===== config.mk =====
export PLATFORM = sky130hd
export DESIGN_NAME = csr_access_unit
export DESIGN_NICKNAME = d
export VERILOG_FILES = /design/src/rtl/csr_access_unit_pkg.sv /design/src/rtl/csr_access_unit_rsp_buffer.sv /design/src/rtl/csr_access_unit.sv
export SDC_FILE = /design/constraint.sdc
export NUM_CORES = 1
export LEC_CHECK = 0
export ABC_AREA = 0
export BUFFER_PORTS_ARGS = -buffer_cell sky130_fd_sc_hd__clkbuf_2
export CORE_AREA = 2 2 265 267
export DETAILED_ROUTE_END_ITERATION = 10
export DIE_AREA = 0 0 267 269
export PLACE_DENSITY = 0.43
export SYNTH_ARGS = -nofsm -noshare
export SYNTH_HDL_FRONTEND = slang
export SYNTH_SLANG_ARGS = --single-unit
export TNS_END_PERCENT = 30

===== constraint.sdc =====
create_clock -name clk -period 6.25 [get_ports clk]
set_input_delay 1.875 -clock clk [delete_from_list [all_inputs] [get_ports clk]]
set_output_delay 1.875 -clock clk [all_outputs]
set_load 0.01 [all_outputs]

===== src/rtl/csr_access_unit_pkg.sv =====
// rtl/csr_access_unit_pkg.sv - shared gpu definitions: CSR op encoding and FPU CSR addresses
package csr_access_unit_pkg;

    typedef enum logic [1:0] {
        CSR_OP_RW = 2'd0,
        CSR_OP_RS = 2'd1,
        CSR_OP_RC = 2'd2
    } csr_op_e;

    localparam logic [11:0] CSR_FFLAGS    = 12'h001;
    localparam logic [11:0] CSR_FRM       = 12'h002;
    localparam logic [11:0] CSR_FCSR      = 12'h003;
    localparam logic [1:0]  CSR_RO_PREFIX = 2'b11;

    // FP CSRs must not be touched while the owning warp still has FP ops in flight
    function automatic logic is_fpu_csr(input logic [11:0] addr);
        return (addr == CSR_FFLAGS) || (addr == CSR_FRM) || (addr == CSR_FCSR);
    endfunction

    function automatic logic is_ro_csr(input logic [11:0] addr);
        return addr[11:10] == CSR_RO_PREFIX;
    endfunction

endpackage


===== src/rtl/csr_access_unit_rsp_buffer.sv =====
// rtl/csr_access_unit_rsp_buffer.sv - single-entry valid/ready pipeline register for CSR responses
module csr_rsp_buffer #(
    parameter int DATAW = 1
) (
    input  logic             clk,
    input  logic             reset,
    input  logic             in_valid,
    output logic             in_ready,
    input  logic [DATAW-1:0] in_data,
    output logic             out_valid,
    input  logic             out_ready,
    output logic [DATAW-1:0] out_data
);

    logic             valid_q;
    logic [DATAW-1:0] data_q;

    // A consumed entry can be replaced in the same cycle, so no bubble between responses
    assign in_ready  = ~valid_q | out_ready;
    assign out_valid = valid_q;
    assign out_data  = data_q;

    always_ff @(posedge clk) begin
        if (reset) begin
            valid_q <= 1'b0;
        end else if (in_ready) begin
            valid_q <= in_valid;
        end
    end

    always_ff @(posedge clk) begin
        if (in_valid && in_ready) begin
            data_q <= in_data;
        end
    end

endmodule


===== src/rtl/csr_access_unit.sv =====
// rtl/csr_access_unit.sv - CSR read-modify-write unit with FPU-CSR hazard stall and registered response
module csr_access_unit
    import csr_access_unit_pkg::*;
#(
    parameter int CORE_ID     = 0,
    parameter int NUM_THREADS = 4,
    parameter int NUM_WARPS   = 4,
    parameter int XLEN        = 32,
    parameter int UUID_WIDTH  = 44,
    parameter int NW_WIDTH    = 2
) (
    input  logic                                clk,
    input  logic                                reset,

    input  logic                                req_valid,
    output logic                                req_ready,
    input  logic [UUID_WIDTH-1:0]               req_uuid,
    input  logic [NW_WIDTH-1:0]                 req_wid,
    input  logic [NUM_THREADS-1:0]              req_tmask,
    input  logic [XLEN-1:0]                     req_pc,
    input  logic [4:0]                          req_rd,
    input  logic [1:0]                          req_op,
    input  logic                                req_use_imm,
    input  logic [4:0]                          req_imm,
    input  logic                                req_rs1_is_x0,
    input  logic [NUM_THREADS-1:0][XLEN-1:0]    req_rs1_data,
    input  logic [11:0]                         req_addr,

    output logic                                csr_read_enable,
    output logic [UUID_WIDTH-1:0]               csr_read_uuid,
    output logic [NW_WIDTH-1:0]                 csr_read_wid,
    output logic [11:0]                         csr_read_addr,
    input  logic [XLEN-1:0]                     csr_read_data_ro,
    input  logic [XLEN-1:0]                     csr_read_data_rw,

    output logic                                csr_write_enable,
    output logic [UUID_WIDTH-1:0]               csr_write_uuid,
    output logic [NW_WIDTH-1:0]                 csr_write_wid,
    output logic [11:0]                         csr_write_addr,
    output logic [XLEN-1:0]                     csr_write_data,

    input  logic [NUM_WARPS-1:0]                fpu_pending,

    output logic                                rsp_valid,
    input  logic                                rsp_ready,
    output logic [UUID_WIDTH-1:0]               rsp_uuid,
    output logic [NW_WIDTH-1:0]                 rsp_wid,
    output logic [NUM_THREADS-1:0]              rsp_tmask,
    output logic [XLEN-1:0]                     rsp_pc,
    output logic [4:0]                          rsp_rd,
    output logic                                rsp_wb,
    output logic [NUM_THREADS-1:0][XLEN-1:0]    rsp_data,

    output logic                                illegal_write
);

    localparam logic [0:0] ST_IDLE     = 1'b0;
    localparam logic [0:0] ST_WAIT_FPU = 1'b1;

    localparam int PAYLOAD_W = UUID_WIDTH + NW_WIDTH + NUM_THREADS + XLEN + 5 + 1 + XLEN;

    if (CORE_ID < 0 || NUM_WARPS > (1 << NW_WIDTH) || XLEN < 5) begin : g_bad_params
        $error("csr_access_unit: inconsistent parameters");
    end

    logic [0:0]           state;
    logic [0:0]           state_next;
    logic                 hazard;
    logic                 warp_fpu_busy;
    logic                 fire;
    logic                 rsp_in_ready;
    logic [XLEN-1:0]      rs1_sel;
    logic [XLEN-1:0]      src;
    logic [XLEN-1:0]      old_value;
    logic [XLEN-1:0]      new_value;
    logic                 write_intent;
    logic                 ro_target;
    logic [PAYLOAD_W-1:0] rsp_in_data;
    logic [PAYLOAD_W-1:0] rsp_out_data;
    logic [XLEN-1:0]      rsp_old;

    assign warp_fpu_busy = fpu_pending[req_wid];
    assign hazard        = is_fpu_csr(req_addr) & warp_fpu_busy;

    // Gating by reset keeps every CSR side effect quiet while reset is held
    assign req_ready = ~reset & (state == ST_IDLE) & ~hazard & rsp_in_ready;
    assign fire      = req_valid & req_ready;

    always_comb begin
        state_next = state;
        case (state)
            ST_IDLE:     if (req_valid && hazard) state_next = ST_WAIT_FPU;
            ST_WAIT_FPU: if (!warp_fpu_busy)      state_next = ST_IDLE;
            default:                              state_next = ST_IDLE;
        endcase
    end

    always_ff @(posedge clk) begin
        if (reset) begin
            state <= ST_IDLE;
        end else begin
            state <= state_next;
        end
    end

    // Lowest active lane supplies rs1; an empty mask falls back to lane 0
    always_comb begin
        rs1_sel = req_rs1_data[0];
        for (int i = NUM_THREADS - 1; i >= 0; i--) begin
            if (req_tmask[i]) rs1_sel = req_rs1_data[i];
        end
    end

    assign src       = req_use_imm ? {{(XLEN-5){1'b0}}, req_imm} : rs1_sel;
    assign old_value = csr_read_data_ro | csr_read_data_rw;

    always_comb begin
        new_value = old_value;
        case (req_op)
            CSR_OP_RW: new_value = src;
            CSR_OP_RS: new_value = old_value | src;
            CSR_OP_RC: new_value = old_value & ~src;
            default:   new_value = old_value;
        endcase
    end

    // csrrs/csrrc with a zero source are pure reads and must not cause write side effects
    assign write_intent = (req_op == CSR_OP_RW)
                        | (req_use_imm ? (req_imm != 5'd0) : ~req_rs1_is_x0);
    assign ro_target    = is_ro_csr(req_addr);

    assign csr_read_enable  = fire;
    assign csr_read_uuid    = req_uuid;
    assign csr_read_wid     = req_wid;
    assign csr_read_addr    = req_addr;

    assign csr_write_enable = fire & write_intent & ~ro_target;
    assign csr_write_uuid   = req_uuid;
    assign csr_write_wid    = req_wid;
    assign csr_write_addr   = req_addr;
    assign csr_write_data   = new_value;

    assign illegal_write    = fire & write_intent & ro_target;

    assign rsp_in_data = {req_uuid, req_wid, req_tmask, req_pc, req_rd, (req_rd != 5'd0), old_value};

    csr_rsp_buffer #(
        .DATAW (PAYLOAD_W)
    ) u_rsp_buffer (
        .clk       (clk),
        .reset     (reset),
        .in_valid  (fire),
        .in_ready  (rsp_in_ready),
        .in_data   (rsp_in_data),
        .out_valid (rsp_valid),
        .out_ready (rsp_ready),
        .out_data  (rsp_out_data)
    );

    assign {rsp_uuid, rsp_wid, rsp_tmask, rsp_pc, rsp_rd, rsp_wb, rsp_old} = rsp_out_data;

    always_comb begin
        for (int i = 0; i < NUM_THREADS; i++) begin
            rsp_data[i] = rsp_old;
        end
    end

endmodule

==> flow_results.org, run 1 <==
** Clock tree
- CTS tree :: yes
- # H-tree levels :: 4
- The clock drives 122 sinks.
- The clock passes through at most 2 buffers.
- After clock tree synthesis, the clock-pin slew on the worst setup and hold paths is 0.07 ns.
- Postcts setup bufs :: 0
- Clock Root Buffer :: clkbuf_16
- Clock buffers created by TritonCTS :: 17
- Gates resized during post-CTS repair numbered 0.
- In this run, post-CTS hold repair placed 0 buffers.
- Insertion delay to the later sink of the worst-skew pair :: 0.46 ns

** Route
- For this block, the routed nets add up to 38240 µm of wire.
- Vias/cell :: 3.479
- In the routed design, unresolved DRC markers number 0.
- Detail Route Antenna Nets :: 0
- Number of vias after detailed routing :: 7598
- The detailed router finished its first iteration with 323 violations.
- In the final routed layout, each cell accounts on average for 17.51 µm.
- For this run, the detailed router's first-pass iteration total came to 4.

** Timing
- For the pin with the worst max-slew slack, the measured transition is 0.9988 ns.
- The count of final hold-check violations was 0.
- The count of pins over their slew limit came to 0.
- Setup violations remaining at the end of the flow were counted as 0.
- Relative slew slack :: 33.41%
- The worst path needs 5.518 ns of the cycle, external delays included.
- Tcrit/Tclk final :: 88.29%
- In the final timing run, aggregate negative setup slack is 0 ns.
- Setup repair after global routing left no endpoint under its margin.
- Worst slack on hold paths :: 0.5851 ns
- Derived from the worst setup path, the maximum achievable clock frequency is 181.2 MHz.
- Maximum clock skew at final layout :: 0.02891 ns

** Synth
- Number of nets in the synthesized netlist :: 1077
- The synthesized design spends more area on one cell type than any other, namely edfxtp_1.
- The average instance in the mapped netlist occupies 10.93 µm².
- Number of synthesized flops with an enable pin :: 120
- Cell variety after synth :: 39
- Total standard cell area after synthesis :: 8407 µm²
- Commonest register cell after synthesis :: edfxtp_1
- buf_4 is the most common cell in the netlist.
- In the synthesized netlist, the cells that appear most often are buf_4 (217), edfxtp_1 (120), nand2_1 (68).
- Number of flip-flops and latches in the synthesized netlist :: 122
- Post-synth top area share :: 42.86%
- Cell count after synthesis :: 769
- For this run, the number of Yosys warnings is 0.
- Proportion of synthesized chip area in sequential cells :: 43.34%
- Synth top area cells :: edfxtp_1 (43%), buf_4 (19%), o211ai_2 (7.9%)
- Post-synthesis async set-or-reset flop share :: 0%

** GRT
- Entering global routing, the biggest net connects 88 pins.
- Global routing finished with a remaining overflow of 0.
- Initial antenna violation count :: 5
- Total routing usage reported by global routing :: 10.02%
- The via count of the first global-routing pass was 7368.
- First-pass GRT wire length :: 50260 µm

** Outcome
- Status :: finished, final reports clean

** Placement
- Hpwl dp :: 29310 µm
- Port-buffer cells :: 676
- Placer congestion estimate :: 0.8348

** Worst setup path
- Worst Path Arrival :: 3.64 ns
- Crit path required time :: 4.38 ns
- Category of the worst setup path capture point :: output pin
- Crit start category :: primary input
- WS Path Type :: in2out
- Of all nets on the critical path, the largest fanout is 6.

** Worst hold path
- The min-delay analysis places its worst path in the category reg2reg.

** Cells and area
- Fraction of final layout cells with drive strength greater than 1 :: 69.46%
- Multi-input gate area in the final layout :: 2899 µm²
- Net total in the final layout :: 1537
- Area taken by flip-flops and latches :: 3643 µm²
- Fillers :: 7784
- Area overhead of the layout relative to synthesis :: 41.54%

** Power
- Leakage :: 5.498 nW
- For this design the ratio of total power to cell area is 213.3 nW/µm².
- Relative contribution of the clock network to total power :: 39.7%
- Seq pwr share :: 37.8%
- Switching pwr :: 0.7694 mW
- Proportion of power drawn by combinational gates :: 22.5%
- VDD sags by at most 0.0001696 V.
- Net switching is 30.31% of the power.
- Internal power comes to 1.769 mW.

** Floorplanning
- The floorplan step set the die height to 269 µm.
- The floorplan step defined a die boundary enclosing 71820 µm².
- Measured along the x axis, the die boundary spans 267 µm.
- After floorplanning, the core was divided into 97 placement rows.
- Effective utilization at floorplan :: 12.13%
- Number of placed I/O pins :: 677
- Area of the placeable core :: 69300 µm²

** Flow run
- Max-cap violations in this run came to 0.
[kinds of logic (layout without fill, tap and decap cells)]
group | after synthesis | count (layout) | synth area share (%)
flops | 122 | 122 | 43.34
buf+inv | 260 | 732 | 22.18
mux | 33 | 33 | 5.656
other cells | 0 | 3 | 0
compound gates | 169 | 169 | 17.89
simple gates | 185 | 185 | 10.94
[flip-flops by register name (all words and copies together) (netlist names)]
register,cells
u_rsp_buffer.out_valid,1
state,1
u_rsp_buffer.out_data,120
[cells in the final DEF, fill, tap and decap left out, drive strengths merged, types with 5 or more instances in the layout]
| master | Yosys | final |
|---|---|---|
| clkinv | 1 | 6 |
| nor2 | 31 | 31 |
| or2 | 34 | 34 |
| a211o | 28 | 28 |
| nor3 | 5 | 5 |
| edfxtp | 120 | 120 |
| clkbuf | 14 | 694 |
| inv | 10 | 12 |
| a211oi | 27 | 27 |
| a21oi | 39 | 39 |
| or2b | 6 | 6 |
| buf | 235 | 16 |
| nand2b | 22 | 22 |
| o211ai | 64 | 64 |
| mux2 | 28 | 28 |
| nand2 | 68 | 68 |
[worst max-delay path, stage by stage]
cell and delay, ns:
buf_2 0.24, mux2_2 0.37, o211ai_1 0.23, a211oi_1 0.12, o211ai_1 0.56, clkbuf_2 0.25
[power groups by stage]
stage / Combinational (mW) / Sequential (mW) / Clock, mW
after floorplan: 0.334 / 0.994 / 0
after global placement: 0.579 / 0.975 / 0
after detailed placement: 0.581 / 0.976 / 0
after CTS: 0.583 / 0.959 / 1.08
after global routing: 0.623 / 0.963 / 1.09
final: 0.571 / 0.959 / 1.01
[layout make-up]
class | count | share of cell area, %
Sequential cell | 122 | 30.62
Timing Repair Buffer | 690 | 29.97
Multi-Input combinational cell | 387 | 24.36
Tap cell | 940 | 9.884
Clock buffer | 20 | 3.670
Clock inverter | 11 | 1.041
Inverter | 11 | 0.3891
Antenna cell | 3 | 0.06309
[stage by stage]
step / utilization [%] / power (mW) / worst slack, ns / instances / cell area, µm²
2_1_floorplan: - / 1.328 / 0.8403 / 769 / 8407
3_3_place_gp: 16.35 / 1.554 / 0.8360 / 2150 / 11330
3_5_place_dp: 16.35 / 1.557 / 0.8181 / 2150 / 11330
4_1_cts: 17.16 / 2.624 / 0.8026 / 2181 / 11890
5_1_grt: 17.17 / 2.679 / 0.7454 / 2183 / 11900
6_report: 17.17 / 2.538 / 0.7318 / 2184 / 11900
[layer usage]
| metal | part of all wire (%) | vias to the layer above | global-route usage (%) |
|---|---|---|---|
| met5 | 0.092 | - | 0 |
| met4 | 3.1 | 6 | 5.147 |
| met3 | 6.7 | 54 | 2.795 |
| met2 | 52 | 391 | 17.50 |
| met1 | 38 | 3660 | 11.13 |
| li1 | - | 3487 | - |
[worst paths after layout]
path                                       startpoint                                    to  slack (ns)  depth (start not counted)
setup / recovery                         req_tmask[3]                     csr_write_data[5]        0.73                          6
hold / removal                       state$_SDFF_PP0_                      state$_SDFF_PP0_        0.59                          3
setup reg to reg  u_rsp_buffer.out_valid$_SDFFE_PP0P_  u_rsp_buffer.out_data[103]$_DFFE_PP_        3.60                          5
hold reg to reg                      state$_SDFF_PP0_                      state$_SDFF_PP0_        0.59                          3
Note: power is estimated with default switching activity, not from simulation.
==> run 2, diff against run 1 <==
--- a/config.mk
+++ b/config.mk
@@ -7,10 +7,11 @@
 export LEC_CHECK = 0
 export ABC_AREA = 0
 export BUFFER_PORTS_ARGS = -buffer_cell sky130_fd_sc_hd__clkbuf_2
-export CORE_AREA = 2 2 265 267
+export CORE_AREA = 2 2 260 262
 export DETAILED_ROUTE_END_ITERATION = 10
-export DIE_AREA = 0 0 267 269
-export PLACE_DENSITY = 0.43
+export DIE_AREA = 0 0 262 264
+export PLACE_DENSITY = 0.44
+export RECOVER_POWER = 100
 export SYNTH_ARGS = -nofsm -noshare
 export SYNTH_HDL_FRONTEND = slang
 export SYNTH_SLANG_ARGS = --single-unit
==> run 2 against run 1 <==
Sequential power about the same. Clock-buffer cell count down 1. Die area down 3.7%. Register-to-register slack worse by 0.43 ns. Design area down 6.0%. First-iteration DRC count up 29%. Setup slack worse by 0.24 ns. Clock skew down 0.016 ns. Critical path type unchanged. Critical endpoint is now illegal_write. Highest routed layer is now met4.
==> flow_results.org, run 2 (synthesis gave the netlist of run 1 again) <==
** Cells and area
- The final core utilization came to 16.80% (was 17.17%).
- Number of standard cells in the layout, taps in and fillers out :: 2117 (was 2184)
- Fillers :: 7712 (was 7784)
- Multi-input gate area in the final layout :: 2794 µm² (was 2899 µm²)
- The leading cell type in the layout, fill and taps excluded was clkbuf_1 (was clkbuf_2).
- The net count of the finished layout is 1538 (was 1537).
- The final instance area was 11180 µm² (was 11900 µm²).
- Max FFs per register :: 120 (unchanged)
- Fraction of final layout cells with drive strength greater than 1 :: 35.24% (was 69.46%)
- Area taken by flip-flops and latches :: 3643 µm² (unchanged)
- Commonest non-fill, non-tap cells in the layout :: clkbuf_1 (407), clkbuf_2 (274), edfxtp_1 (120), nand2_1 (68), a21oi_1 (39) (was clkbuf_2 (674), edfxtp_1 (120), nand2_1 (68), o211ai_2 (53), a21oi_1 (39))
- The post-synthesis to final-layout area growth came to 33.03% (was 41.54%).

** Timing
- Setup violation total in the final timing report :: 0 (unchanged)
- RSZ-0062 raised after global routing: false (unchanged).
- The shortest period the worst path allows came to 5.754 ns (was 5.518 ns).
- Maximum clock skew at final layout :: 0.01318 ns (was 0.02891 ns)
- Worst Max-Slew Pin Slew :: 0.9906 ns (was 0.9988 ns)
- The share of the cycle needed by the critical path after routing came to 92.07% (was 88.29%).
- The aggregate negative setup slack was 0 ns (unchanged).
- Count of final hold-check violations :: 0 (unchanged)
- The count of pins over their slew limit is 0 (unchanged).
- Max Fclk :: 173.8 MHz (was 181.2 MHz)
- Relative slew slack :: 33.67% (was 33.41%)
- The worst setup margin is 0.4956 ns (was 0.7318 ns).
- The worst hold margin was 0.5752 ns (was 0.5851 ns).

** GRT
- First-pass GRT wire length :: 50540 µm (was 50260 µm)
- The largest net degree at the start of global routing came to 93 (was 88).
- Total routing usage reported by global routing :: 10.25% (was 10.02%)
- Met2 layer usage reported by global route :: 18.59% (was 17.50%)
- The via count of the first global-routing pass was 7746 (was 7368).
- The global route total overflow is 0 (unchanged).
- Routing usage on met3 :: 2.600% (was 2.795%)
- The routing usage on met1 is 11.07% (was 11.13%).
- The number of antenna violations at the first check in global routing came to 2 (was 5).
- The most used routing layer in global routing is met2 (unchanged).

** Worst setup path
- The required time at the worst-slack endpoint came to 4.38 ns (about the same).
- The startpoint type of the worst setup path is a primary input (unchanged).
- The destination of the worst register-to-register timing path is u_rsp_buffer.out_data[87]$_DFFE_PP_ (was u_rsp_buffer.out_data[103]$_DFFE_PP_).
- The worst-case reg-to-reg path depth came to 6 (was 5).
- The maximum fanout encountered on the critical timing path was 5 (was 6).
- Slack of the worst reg-to-reg path :: 3.17 ns (was 3.60 ns)
- The signal arrival time at the worst endpoint came to 3.88 ns (was 3.64 ns).
- The launch instance of the worst register-to-register path is u_rsp_buffer.out_valid$_SDFFE_PP0P_ (unchanged).
- The category of the most critical setup path is in2out (unchanged).
- Category of the worst setup path capture point :: output pin (unchanged)

** Floorplanning
- Number of placed I/O pins :: 677 (unchanged)
- The floorplan row count came to 95 (was 97).
- The starting density of the core was 12.63% (was 12.13%).
- DIE AREA :: 69170 µm² (was 71820 µm²)
- Horiz. Die Dim :: 262 µm (was 267 µm)
- The core area was 66560 µm² (was 69300 µm²).
- DIE HEIGHT :: 264 µm (was 269 µm)

** Placement
- The cell area reported after detailed placement is 11200 µm² (was 11330 µm²).
- The worst-case setup slack after placement came to 0.8914 ns (was 0.8181 ns).
- The total instance count after detailed placement was 2084 (was 2150).
- The placed wire-length estimate is 28550 µm (was 29310 µm).
- Port-buffer cells :: 676 (unchanged)
- Placer congestion estimate :: 0.8174 (was 0.8348)

** Clock tree
- Clock Root Buffer :: clkbuf_16 (unchanged)
- The H-tree depth reported by CTS was 4 (unchanged).
- CTS tree :: yes (unchanged)
- CTS resizes :: 0 (unchanged)
- The clock network latency to the later pin of the worst-skew pair is 0.46 ns (about the same).
- The register clock-pin slew on the reported worst setup and hold paths came to 0.06 ns (was 0.07 ns).
- Count of clock tree sinks :: 122 (unchanged)
- The TritonCTS buffer count was 17 (unchanged).
- The number of buffers inserted by post-CTS setup repair came to 0 (unchanged).
- Largest buffer count on any clock path :: 2 (unchanged)
- Number of hold buffers added after CTS :: 0 (unchanged)

** Power
- Power density normalized to cell area :: 229.7 nW/µm² (was 213.3 nW/µm²)
- The static leakage came to 4.246 nW (was 5.498 nW).
- The total power consumption of the routed design was 2.569 mW (was 2.538 mW).
- The maximum resistive drop on vdd was 0.0001779 V (was 0.0001696 V).

** Flow run
- The number of max-cap violations is 0 (unchanged).

** Worst hold path
- Worst Hold Depth :: 3 (unchanged)
- Min-delay worst type :: reg2reg (unchanged)
- The sink of the worst hold path is state$_SDFF_PP0_ (unchanged).
- The origin of the worst min-delay path is state$_SDFF_PP0_ (unchanged).

** Route
- The starting DRC count in detailed routing is 416 (was 323).
- The number of nets still failing antenna checks after routing came to 0 (unchanged).
- Number of vias after detailed routing :: 7711 (was 7598)
- Average wire per cell in the routed design :: 17.62 µm (was 17.51 µm)
- Residual DRC count :: 0 (unchanged)
- Drt first pass iters :: 5 (was 4)
- The total detailed-routing wirelength is 37290 µm (was 38240 µm).
- The mean number of vias per cell is 3.642 (was 3.479).

** Outcome
- Status: finished, final reports clean (unchanged).
==> run 2: how the worst max path moves through the flow <==
stage                                                     to  cells after the start          from
after detailed placement                   csr_write_data[6]                      7  req_tmask[1]
after global routing                           illegal_write                      7   req_addr[8]
after floorplan           u_rsp_buffer.out_data[0]$_DFFE_PP_                      4    req_wid[0]
after CTS                                 csr_write_data[30]                      7  req_tmask[1]
final                                          illegal_write                      7   req_addr[8]
after global placement                     csr_write_data[2]                      6  req_tmask[1]
==> run 2: report_power, final <==
group | internal [mW] | leakage (nW) | switching (mW)
logic | 0.206 | 2.83 | 0.318
registers | 0.942 | 1.13 | 0.0169
clock network | 0.631 | 0.288 | 0.455
==> run 2: routing by layer <==
layer  wire (µm)  vias to the layer above
li1            -                     3473
met1       14060                     3697
met2       19320                      476
met3        2756                       65
met4        1159                        0
met5           0                        -
==> run 2: worst max-delay path, stage by stage <==
cell and delay [ns]:
clkbuf_1 0.14, nor4_1 0.29, clkbuf_1 0.28, nand4b_1 0.17, o211ai_1 0.81, nor3_1 0.13, clkbuf_1 0.17
==> run 2: final cells by class <==
class                           instances  share of cell area (%)
Antenna cell                            1                 0.02238
Clock buffer                           19                   3.871
Clock inverter                         13                   1.499
Inverter                               11                  0.4140
Multi-Input combinational cell        387                   24.98
Sequential cell                       122                   32.58
Tap cell                              873                   9.767
Timing Repair Buffer                  691                   26.86
==> run 3, diff against run 2 <==
--- a/config.mk
+++ b/config.mk
@@ -5,12 +5,11 @@
 export SDC_FILE = /design/constraint.sdc
 export NUM_CORES = 1
 export LEC_CHECK = 0
-export ABC_AREA = 0
 export BUFFER_PORTS_ARGS = -buffer_cell sky130_fd_sc_hd__clkbuf_2
-export CORE_AREA = 2 2 260 262
+export CORE_AREA = 2 2 265 267
 export DETAILED_ROUTE_END_ITERATION = 10
-export DIE_AREA = 0 0 262 264
-export PLACE_DENSITY = 0.44
+export DIE_AREA = 0 0 267 269
+export PLACE_DENSITY = 0.43
 export RECOVER_POWER = 100
 export SYNTH_ARGS = -nofsm -noshare
 export SYNTH_HDL_FRONTEND = slang
==> run 3 against run 2 <==
The run now ends with max-capacitance violations, max-slew violations left. Non-clock buffer count decreased by 1. Utilization decreased by 0.42 points. Power decreased by 2.5%. Flip-flop and latch count unchanged. Sequential share of layout area decreased by 0.49 points. Critical path depth decreased by 2. Die area increased by 3.8%. Largest power group unchanged.
==> flow_results.org, run 3 (synthesis gave the netlist of run 1 again) <==
** Cells and area
- The leading cell type in the layout, fill and taps excluded is clkbuf_1 (unchanged).
- The number of flip-flops in the largest register is 120 (unchanged).
- The filler cell count in the final layout was 8001 (was 7712).
- The fraction of final layout cells sized beyond drive strength 1 is 34.65% (was 35.24%).
- The post-synthesis to final-layout area growth came to 35.06% (was 33.03%).
- Commonest non-fill, non-tap cells in the layout: clkbuf_1 (430), clkbuf_2 (249), edfxtp_1 (120), nand2_1 (68), o211ai_2 (52) (was clkbuf_1 (407), clkbuf_2 (274), edfxtp_1 (120), nand2_1 (68), a21oi_1 (39)).
- The final core utilization was 16.38% (was 16.80%).
- Net total in the final layout :: 1537 (was 1538)

** Worst setup path
- Cell chain of the critical path: clkbuf_2 -> or2_1 -> a211o_1 -> o211ai_1 -> clkbuf_1 (was clkbuf_1 -> nor4_1 -> clkbuf_1 -> nand4b_1 -> o211ai_1 -> nor3_1 -> clkbuf_1).
- Crit path required time :: 4.38 ns (about the same)
- The maximum fanout encountered on the critical timing path was 27 (was 5).
- Number of buffers and inverters on the critical path :: 2 (was 3)
- The internal reg-to-reg setup slack is 2.88 ns (was 3.17 ns).
- The startpoint type of the worst setup path was a primary input (unchanged).
- The destination of the worst register-to-register timing path was u_rsp_buffer.out_data[103]$_DFFE_PP_ (was u_rsp_buffer.out_data[87]$_DFFE_PP_).
- The category of the most critical setup path was in2out (unchanged).
- The worst-path cell with the longest stage delay is or2_1 (was o211ai_1).
- Startpoint of the most critical register-to-register path :: u_rsp_buffer.out_valid$_SDFFE_PP0P_ (unchanged)
- Family with the most delay on the worst path :: simple AND/OR/NAND/NOR gates (was compound AO/OA/AOI/OAI gates)
- The critical path's largest stage delay is 1.17 ns (was 0.81 ns).
- The worst-case reg-to-reg path depth was 5 (was 6).
- Worst Path Arrival :: 3.81 ns (was 3.88 ns)
- Category of the worst setup path capture point :: output pin (unchanged)

** Route
- Routed wire length on met3 :: 2644 µm (was 2756 µm)
- The starting DRC count in detailed routing was 363 (was 416).
- The mean number of vias per cell is 3.462 (was 3.642).
- The number of nets still failing antenna checks after routing is 0 (unchanged).
- The top layer used by detailed routing is met5 (was met4).
- The routed length on met2 is 19840 µm (was 19320 µm).
- The wire length on met1 came to 14690 µm (was 14060 µm).
- The average detailed-routed wire length per instance came to 17.58 µm (was 17.62 µm).
- The total iterations of the first detailed-routing run is 4 (was 5).
- The total vias in the final route came to 7561 (was 7711).
- The total detailed-routing wirelength came to 38410 µm (was 37290 µm).
- Residual DRC count :: 0 (unchanged)

** GRT
- Overflow after GRT :: 0 (unchanged)
- The number of antenna violations at the first check in global routing came to 5 (was 2).
- The largest net degree at the start of global routing is 88 (was 93).
- The total routing resource utilization after global routing came to 10.02% (was 10.25%).
- The via count of the first global-routing pass is 7368 (was 7746).
- The global-route wire length before repair is 50260 µm (was 50540 µm).

** Outcome
- Violations in the final reports :: max-capacitance violations, max-slew violations
- Status :: finished with violations (was finished, final reports clean)

** Worst hold path
- Worst Hold Depth :: 3 (unchanged)
- Min-delay worst type :: reg2reg (unchanged)
- Min-Delay Startpoint :: state$_SDFF_PP0_ (unchanged)
- The sink of the worst hold path was state$_SDFF_PP0_ (unchanged).

** Placement
- Hpwl dp :: 29310 µm (was 28550 µm)
- Port-buffer cells :: 676 (unchanged)
- Placer congestion estimate :: 0.8348 (was 0.8174)

** Floorplanning
- DIE AREA :: 71820 µm² (was 69170 µm²)
- Horiz. Die Dim :: 267 µm (was 262 µm)
- DIE HEIGHT :: 269 µm (was 264 µm)
- The number of top-level design ports was 677 (unchanged).
- Standard-cell row count :: 97 (was 95)
- The core area is 69300 µm² (was 66560 µm²).
- The starting density of the core came to 12.13% (was 12.63%).

** Timing
- The worst hold margin was 0.5833 ns (was 0.5752 ns).
- The aggregate negative setup slack came to 0 ns (unchanged).
- RSZ-0062 raised after global routing: false (unchanged).
- The relative max-transition margin was -9.864% (was 33.67%).
- The slew at the pin with the worst max-slew slack is 1.648 ns (was 0.9906 ns).
- The setup violation total in the final timing report is 0 (unchanged).
- Post-layout minimum cycle time :: 5.684 ns (was 5.754 ns)
- The count of final hold-check violations came to 0 (unchanged).
- Maximum clock skew at final layout :: 0.02888 ns (was 0.01318 ns)
- Tcrit/Tclk final :: 90.94% (was 92.07%)
- Count of final max-slew check failures :: 28 (was 0)
- The maximum clock rate came to 175.9 MHz (was 173.8 MHz).

** Clock tree
- # H-tree levels :: 4 (unchanged)
- The count of instances resized after the clock tree is built was 0 (unchanged).
- The maximum count of clock buffers along a single path came to 2 (unchanged).
- Number of hold buffers added after CTS :: 0 (unchanged)
- The TritonCTS buffer count was 17 (unchanged).
- The clock root buffer is clkbuf_16 (unchanged).
- The clock network latency to the later pin of the worst-skew pair is 0.46 ns (about the same).
- Postcts setup bufs :: 0 (unchanged)
- Clock-pin slew of the registers on the worst-case setup and hold paths :: 0.07 ns (was 0.06 ns)
- Count of clock tree sinks :: 122 (unchanged)
- CTS tree :: yes (unchanged)

** Flow run
- The number of max-cap violations is 1 (was 0).

** Power
- The maximum resistive drop on vdd is 0.0001692 V (was 0.0001779 V).
- The total power per unit cell area was 220.5 nW/µm² (was 229.7 nW/µm²).
- The static leakage is 4.229 nW (was 4.246 nW).
-- run 3: cell types whose count changed in the layout (fill, tap and decap cells not counted), sizes merged --
| cell | previous run | this run |
|---|---|---|
| clkinv | 5 | 6 |
| diode | 1 | 3 |
| inv | 14 | 12 |
| buf | 12 | 14 |
| bufinv | 3 | 2 |
| clkbuf | 698 | 696 |
-- run 3: where the power goes --
part           leakage, nW  switching, mW  internal [mW]
combinational         2.83          0.328          0.208
sequential            1.13         0.0164          0.942
clock                0.268          0.426          0.584
total                 4.23          0.770           1.73
-- run 3: metrics by stage --
step	power (mW)	area [µm²]	instances	setup WS, ns
after floorplan	1.328	8407	769	0.8403
after detailed placement	1.557	11330	2150	0.8181
after CTS	2.624	11890	2181	0.8026
after global routing	2.643	11350	2183	0.3889
final	2.504	11350	2184	0.5662
after global placement	1.554	11330	2150	0.8360
-- run 3: worst max path at each step --
stage                       from                            endpoint  slack [ns]  cells after the start
floorplan             req_wid[0]  u_rsp_buffer.out_data[0]$_DFFE_PP_        0.84                      4
detailed placement  req_tmask[3]                   csr_write_data[5]        0.82                      6
global route           req_op[1]                   csr_write_data[5]        0.39                      5
global placement    req_tmask[3]                   csr_write_data[5]        0.84                      6
finish                 req_op[1]                   csr_write_data[5]        0.57                      5
CTS                 req_tmask[3]                   csr_write_data[5]        0.80                      6
-- run 3: cell type report --
class,instances,area [µm²],share of cell area [%]
Sequential cell,122,3643,32.09
Timing Repair Buffer,690,3027,26.66
Multi-Input combinational cell,387,2894,25.49
Tap cell,940,1176,10.36
Clock buffer,20,436.7,3.846
Clock inverter,11,123.9,1.091
Inverter,11,46.29,0.4077
Antenna cell,3,7.507,0.06612
-- run 3: worst register-to-register path: stages (launching register included) --
cell      delay [ns]
dfxtp_1         0.31
nor2b_1         0.14
nor3_1          0.20
o211ai_1        0.37
inv_6           0.78
clkbuf_1        1.14
-- run 3: per-layer routing --
layer  up-vias  GRT usage [%]
li1       3477              -
met1      3653          11.13
met2       371          17.50
met3        54          2.795
met4         6          5.147
met5         -              0
